**config.mk**
```make
export PLATFORM = sky130hd
export DESIGN_NAME = button_valid_array
export DESIGN_NICKNAME = d
export VERILOG_FILES = /design/src/rtl/button_valid_pkg.sv /design/src/rtl/button_debounce_ch.sv /design/src/rtl/button_valid_array.sv
export SDC_FILE = /design/constraint.sdc
export NUM_CORES = 1
export LEC_CHECK = 0
export BUFFER_PORTS_ARGS = -buffer_cell sky130_fd_sc_hd__buf_2
export CAP_MARGIN = 15
export CORE_ASPECT_RATIO = 1.75
export CORE_MARGIN = 2
export CORE_UTILIZATION = 40
export DETAILED_ROUTE_END_ITERATION = 10
export PLACE_DENSITY = 0.67
export SYNTH_ARGS = -nofsm -noshare
export SYNTH_HDL_FRONTEND = slang
export SYNTH_SLANG_ARGS = --single-unit
```
**constraint.sdc**
```tcl
create_clock -name clk -period 1.58 [get_ports clk]
set_input_delay 0.079 -clock clk [delete_from_list [all_inputs] [get_ports clk]]
set_output_delay 0.079 -clock clk [all_outputs]
set_load 0.05 [all_outputs]
```
**src/rtl/button_valid_pkg.sv**
```systemverilog
// Shared types and default parameters for the button_valid_array slice.
// Debounce FSM state encoding is shared by the per-channel module and any test code.
package button_valid_pkg;

    typedef enum logic [1:0] {
        LOW    = 2'd0,
        CHK_HI = 2'd1,
        HIGH   = 2'd2,
        CHK_LO = 2'd3
    } deb_state_t;

    localparam int DEF_CHANNELS        = 4;
    localparam int DEF_DEBOUNCE_CYCLES = 4;
    localparam int DEF_CNT_W           = 8;
    localparam int DEF_LONG_CYCLES     = 16;

endpackage

```
**src/rtl/button_debounce_ch.sv**
```systemverilog
// One button channel: 2-flop synchroniser, debounce FSM, press pulse and
// optional long-press detector (enabled by BUTTON_LONG_PRESS_EN).
module button_debounce_ch
    import button_valid_pkg::*;
#(
    parameter int DEBOUNCE_CYCLES = DEF_DEBOUNCE_CYCLES,
    parameter int LONG_CYCLES     = DEF_LONG_CYCLES
) (
    input  logic clk,
    input  logic rst,
    input  logic i_button,
    output logic o_pressed,
    output logic o_valid,
    output logic o_long_press
);

    localparam int CW = (DEBOUNCE_CYCLES > 1) ? $clog2(DEBOUNCE_CYCLES + 1) : 1;

    logic          r_sync_p0;
    logic          r_sync_p1;
    deb_state_t    r_state;
    deb_state_t    w_next_state;
    logic [CW-1:0] r_cnt;
    logic [CW-1:0] w_next_cnt;
    logic          w_cnt_done;
    logic          w_accept_press;
    logic          w_accept_release;
    logic          r_pressed;
    logic          r_valid;

    // Count is 0 in the stable states, so "done" there means DEBOUNCE_CYCLES == 1.
    assign w_cnt_done = (32'(r_cnt) + 32'd1) >= 32'(DEBOUNCE_CYCLES);

    // ---- stage p0/p1: synchroniser
    always_ff @(posedge clk) begin
        if (rst) begin
            r_sync_p0 <= 1'b0;
            r_sync_p1 <= 1'b0;
        end else begin
            r_sync_p0 <= i_button;
            r_sync_p1 <= r_sync_p0;
        end
    end

    // ---- debounce FSM on the synchronised level
    always_ff @(posedge clk) begin
        if (rst) begin
            r_state <= LOW;
            r_cnt   <= '0;
        end else begin
            r_state <= w_next_state;
            r_cnt   <= w_next_cnt;
        end
    end

    always_comb begin
        w_next_state     = r_state;
        w_next_cnt       = r_cnt;
        w_accept_press   = 1'b0;
        w_accept_release = 1'b0;
        case (r_state)
            LOW: begin
                if (r_sync_p1) begin
                    if (w_cnt_done) begin
                        w_next_state   = HIGH;
                        w_next_cnt     = '0;
                        w_accept_press = 1'b1;
                    end else begin
                        w_next_state = CHK_HI;
                        w_next_cnt   = CW'(1);
                    end
                end
            end
            CHK_HI: begin
                if (!r_sync_p1) begin
                    w_next_state = LOW;
                    w_next_cnt   = '0;
                end else if (w_cnt_done) begin
                    w_next_state   = HIGH;
                    w_next_cnt     = '0;
                    w_accept_press = 1'b1;
                end else begin
                    w_next_cnt = r_cnt + CW'(1);
                end
            end
            HIGH: begin
                if (!r_sync_p1) begin
                    if (w_cnt_done) begin
                        w_next_state     = LOW;
                        w_next_cnt       = '0;
                        w_accept_release = 1'b1;
                    end else begin
                        w_next_state = CHK_LO;
                        w_next_cnt   = CW'(1);
                    end
                end
            end
            CHK_LO: begin
                if (r_sync_p1) begin
                    w_next_state = HIGH;
                    w_next_cnt   = '0;
                end else if (w_cnt_done) begin
                    w_next_state     = LOW;
                    w_next_cnt       = '0;
                    w_accept_release = 1'b1;
                end else begin
                    w_next_cnt = r_cnt + CW'(1);
                end
            end
            default: begin
                w_next_state = LOW;
                w_next_cnt   = '0;
            end
        endcase
    end

    // ---- registered outputs, aligned with the accepting state transition
    always_ff @(posedge clk) begin
        if (rst) begin
            r_pressed <= 1'b0;
            r_valid   <= 1'b0;
        end else begin
            r_valid <= w_accept_press;
            if (w_accept_press) begin
                r_pressed <= 1'b1;
            end else if (w_accept_release) begin
                r_pressed <= 1'b0;
            end
        end
    end

    assign o_pressed = r_pressed;
    assign o_valid   = r_valid;

`ifdef BUTTON_LONG_PRESS_EN
    localparam int HW = (LONG_CYCLES > 1) ? $clog2(LONG_CYCLES + 1) : 1;

    logic [HW-1:0] r_hold;
    logic          r_long;
    logic          w_held;

    // Only count cycles spent entirely inside the held region, so the
    // acceptance edge itself is cycle 0 and release acceptance clears it.
    assign w_held = ((r_state == HIGH) || (r_state == CHK_LO)) &&
                    ((w_next_state == HIGH) || (w_next_state == CHK_LO));

    always_ff @(posedge clk) begin
        if (rst) begin
            r_hold <= '0;
            r_long <= 1'b0;
        end else begin
            r_long <= w_held && (32'(r_hold) == 32'(LONG_CYCLES - 1));
            if (!w_held) begin
                r_hold <= '0;
            end else if (32'(r_hold) != 32'(LONG_CYCLES)) begin
                r_hold <= r_hold + HW'(1);
            end
        end
    end

    assign o_long_press = r_long;
`else
    assign o_long_press = 1'b0;
`endif

endmodule

```
**src/rtl/button_valid_array.sv**
```systemverilog
// Multi-channel debounced button front end with per-channel wrapping press counters.
// Long-press detection is compiled in only when BUTTON_LONG_PRESS_EN is defined.
module button_valid_array
    import button_valid_pkg::*;
#(
    parameter int CHANNELS        = DEF_CHANNELS,
    parameter int DEBOUNCE_CYCLES = DEF_DEBOUNCE_CYCLES,
    parameter int CNT_W           = DEF_CNT_W,
    parameter int LONG_CYCLES     = DEF_LONG_CYCLES
) (
    input  logic                      clk,
    input  logic                      rst,
    input  logic [CHANNELS-1:0]       button,
    input  logic                      clear,
    output logic [CHANNELS-1:0]       pressed,
    output logic [CHANNELS-1:0]       valid,
    output logic [CHANNELS*CNT_W-1:0] press_count,
    output logic [CHANNELS-1:0]       long_press
);

    logic [CHANNELS-1:0] w_valid;

    for (genvar g = 0; g < CHANNELS; g++) begin : g_ch
        logic [CNT_W-1:0] r_press_cnt;

        button_debounce_ch #(
            .DEBOUNCE_CYCLES (DEBOUNCE_CYCLES),
            .LONG_CYCLES     (LONG_CYCLES)
        ) u_ch (
            .clk          (clk),
            .rst          (rst),
            .i_button     (button[g]),
            .o_pressed    (pressed[g]),
            .o_valid      (w_valid[g]),
            .o_long_press (long_press[g])
        );

        // ---- counter stage: one cycle behind valid; clear overrides a coincident press
        always_ff @(posedge clk) begin
            if (rst || clear) begin
                r_press_cnt <= '0;
            end else if (w_valid[g]) begin
                r_press_cnt <= r_press_cnt + CNT_W'(1);
            end
        end

        assign press_count[g*CNT_W +: CNT_W] = r_press_cnt;
    end

    assign valid = w_valid;

endmodule
```
==> out/qor.yml <==
run_status:
  status: "completed"
clock_tree:
  cts_max_path_buffers: 2
  cts_tree: "built"
  clkTransAtPathRegs_ns: 0.06
  h-tree-depth: 3
  cts_sinks: 68
  insertion_delay_ns: 0.33
  cts_buffers: 9
  post-cts-setup-buffer-count: 0
  clockRootBuffer: "clkbuf_16"
drt:
  drt-wirelength-per-cell_um: 11.6
  routed_wl_mm: 5.08
  antenna_left: 0
  vias_per_cell: 4.98
  firstDrtPassIters: 4
  vias: 2187
  drt-initial-drc-count: 101
  route.detailed.drc: 0
power_and_ir_drop:
  p_clk_share_pct: 53.8
  power_frac_seq_pct: 42.2
  switching_share_pct: 20.3
  combPwrFrac_pct: 4.0
  p_int_w: 0.00334
  ir_drop_v: 0.000635
  power_density_nw_per_um2: 1200
  switchingPower_w: 0.000851
  p_leak_nw: 1.47
layout:
  stdcell_area_um2: 3510
  fin_cells: 439
  n_fill_cell: 653
  antenna_cells: 0
  area_growth_pct: 22.9
  nets: 365
  drive_gt1_share_pct: 21.7
place:
  port_buffers: 46
  placed_cell_area_um2: 3120
  gp_congestion: 0.729
  dp_hpwl_mm: 3.67
  place_inst: 419
sta:
  hold_viol: 0
  setup_viol: 0
  worst_hold_slack_ns: 0.0821
  finalMaxSlewViolations: 0
  period_needed_ns: 1.45
  fmax_mhz: 691
  fin_skew_ns: 0.00548
  slew_headroom_pct: 62.1
  tightestPinTransition_ns: 0.568
  post-route-period-util_pct: 91.6
  fin_tns_setup_ns: 0
  rsz0062_at_grt: "false"
critical_path:
  path_delay_family: "multiplexers"
  end_kind: "register"
  reg2reg_to: "g_ch[3].u_ch.r_state[1]$_SDFFE_PP0P_"
  critPathBufInv: 0
  path_cells: "ha_1, a21bo_2, mux2i_2, mux2i_1, nor2_1"
  rrSetupSlack_ns: 0.13
  r2r_start: "g_ch[3].u_ch.r_cnt[0]$_SDFFE_PP0P_"
  reg2reg_depth: 5
  cp_max_fo: 5
  slowest_stage: "dfxtp_1"
  critPathKind: "reg -> reg"
  worstSetupStartpointType: "register"
  crit_arrival_ns: 1.67
  required_ns: 1.80
  max_stage_delay_ns: 0.37
synth:
  synth_warnings: 0
  yosysUniqueCellTypes: 35
  postSynthAreaPerCell_um2: 9.41
  syn_inst: 303
  synth_area_um2: 2850
  ys_seq_area_share_pct: 47.7
  ys_seq_elements: 68
global_route:
  grt_pass1_wl_mm: 8.47
  grt_pass1_vias: 2014
  grt_max_degree: 33
  overflow: 0
  antenna_found_initial: 0
  track_usage_pct: 14.3
run:
  drv_cap: 0
die:
  die_w_um: 67.8
  start_util_pct: 41.3
  core_um2: 6910
  die_y_um: 116
  dieArea_um2: 7850
  io_pins: 51
  rows: 40
worst_hold_path:
  hold_class: "in -> reg"
  hold_start: "rst"
  whs_path_depth: 2
  hold_end: "g_ch[1].u_ch.r_state[1]$_SDFFE_PP0P_"
[worst reg2reg max path, stage by stage (launching register included)]
cell and delay (ns):
dfxtp_1 0.37, ha_1 0.19, a21bo_2 0.25, mux2i_2 0.27, mux2i_1 0.22, nor2_1 0.05
[metrics by stage]
stage	utilization [%]	setup slack, ns	total power, W
final	50.8	0.133	0.00419
after detailed placement	45.1	0.111	0.00197
after global routing	50.8	0.0200	0.00433
after CTS	50.6	0.101	0.00425
after floorplan	-	0.0709	0.00195
after global placement	45.1	0.182	0.00196
[final cells by class]
| cell class | instances | area (um^2) | area share, % |
|---|---|---|---|
| Clock inverter | 6 | 113 | 3.21 |
| Timing Repair Buffer | 56 | 328 | 9.35 |
| Multi-Input combinational cell | 210 | 1350 | 38.5 |
| Clock buffer | 10 | 229 | 6.53 |
| Tap cell | 84 | 105 | 3.00 |
| Inverter | 5 | 18.8 | 0.535 |
| Sequential cell | 68 | 1360 | 38.8 |
[worst max-delay path by stage]
| stage | to | startpoint | cells past startpoint | slack, ns |
|---|---|---|---|---|
| 2_1_floorplan | g_ch[1].r_press_cnt[5]$_SDFFE_PP0P_ | g_ch[1].r_press_cnt[2]$_SDFFE_PP0P_ | 3 | 0.07 |
| 3_3_place_gp | g_ch[1].u_ch.r_cnt[0]$_SDFFE_PP0P_ | g_ch[1].u_ch.r_cnt[0]$_SDFFE_PP0P_ | 5 | 0.18 |
| 3_5_place_dp | g_ch[1].u_ch.r_cnt[0]$_SDFFE_PP0P_ | g_ch[1].u_ch.r_cnt[0]$_SDFFE_PP0P_ | 5 | 0.11 |
| 4_1_cts | g_ch[1].u_ch.r_cnt[0]$_SDFFE_PP0P_ | g_ch[1].u_ch.r_cnt[0]$_SDFFE_PP0P_ | 5 | 0.10 |
| 5_1_grt | g_ch[0].u_ch.r_cnt[0]$_SDFFE_PP0P_ | g_ch[0].u_ch.r_cnt[0]$_SDFFE_PP0P_ | 5 | 0.02 |
| 6_report | g_ch[3].u_ch.r_state[1]$_SDFFE_PP0P_ | g_ch[3].u_ch.r_cnt[0]$_SDFFE_PP0P_ | 5 | 0.13 |
[cells in the mapped netlist (all sizes together)]
master	instances	area, um^2
dfxtp	68	1360
nor2	44	165
buf	20	128
xor2	20	175
nand2	17	63.8
nand4	15	93.8
a21oi	14	70.1
nor2b	12	75.1
o21ai	11	55.1
mux2i	10	104
ha	8	100
xnor2	8	70.1
nor4b	7	61.3
a21o	6	48.8
or3	6	37.5
a31oi	5	31.3
and3	5	31.3
inv	5	18.8
a2111oi	3	30.0
a21boi	3	22.5
clkbuf	3	12.5
nand3b	3	22.5
nor3b	2	15.0
or2	2	12.5
a21bo	1	10.0
a41oi	1	8.76
and3b	1	10.0
and4	1	8.76
conb	1	3.75
nand3	1	5.00
[registers in the layout, summed over array words and instances, names as in the netlist]
signal / count
g_ch.u_ch.o_valid: 4
g_ch.u_ch.r_state: 8
g_ch.u_ch.o_pressed: 4
g_ch.u_ch.r_sync_p1: 4
g_ch.u_ch.r_sync_p0: 4
g_ch.r_press_cnt: 32
g_ch.u_ch.r_cnt: 12
[routing by layer]
metal,wire (um),global-route usage [%]
met5,0,0
met4,124,7.60
met3,268,4.85
met2,2630,25.8
met1,2060,13.9
[cells in the final DEF (no fill, tap or decap), types with 2 or more instances in the layout]
master / count
or2_2: 2
o21ai_0: 11
dfxtp_1: 68
nand3b_1: 3
xor2_1: 20
clkbuf_16: 9
a21boi_1: 2
and3_1: 5
buf_2: 46
a2111oi_1: 2
nand4_1: 15
xnor2_1: 8
mux2i_1: 9
a21o_2: 3
nand2_1: 17
conb_1: 4
nor3b_1: 2
a21o_1: 3
nor4b_1: 7
inv_1: 5
nor2_1: 44
dlygate4sd3_1: 4
a31oi_1: 5
ha_1: 8
or3_1: 6
a21oi_1: 14
bufinv_16: 3
nor2b_1: 12
clkinv_4: 2
buf_4: 5
[cells by family (layout without fill, tap and decap cells)]
group,Yosys count,count (layout),share of synthesized area [%]
AOI/OAI and AO/OA,44,44,9.70
xor gates and xnor gates,28,28,8.60
adders and majority gates,8,8,3.51
buffers and inverters,28,77,5.57
DFF,68,68,47.7
muxes,10,10,3.64
other,1,4,0.132
and+or+nand+nor,116,116,21.1
[what timing repair did]
item                                    in CTS  in global routing
gates resized for setup                      0                  5
endpoints found under the setup margin       0                  3
endpoints found under the hold margin        4                  0
hold buffers                                 4                  0
[power by group through the flow]
stage                     Sequential, W  Combinational (W)  Clock [W]
after detailed placement        0.00180           0.000162          0
after global placement          0.00180           0.000161          0
final                           0.00177           0.000169    0.00226
after CTS                       0.00177           0.000170    0.00231
after global routing            0.00177           0.000187    0.00237
after floorplan                 0.00180           0.000152          0
(Power assumes the default switching activity.)
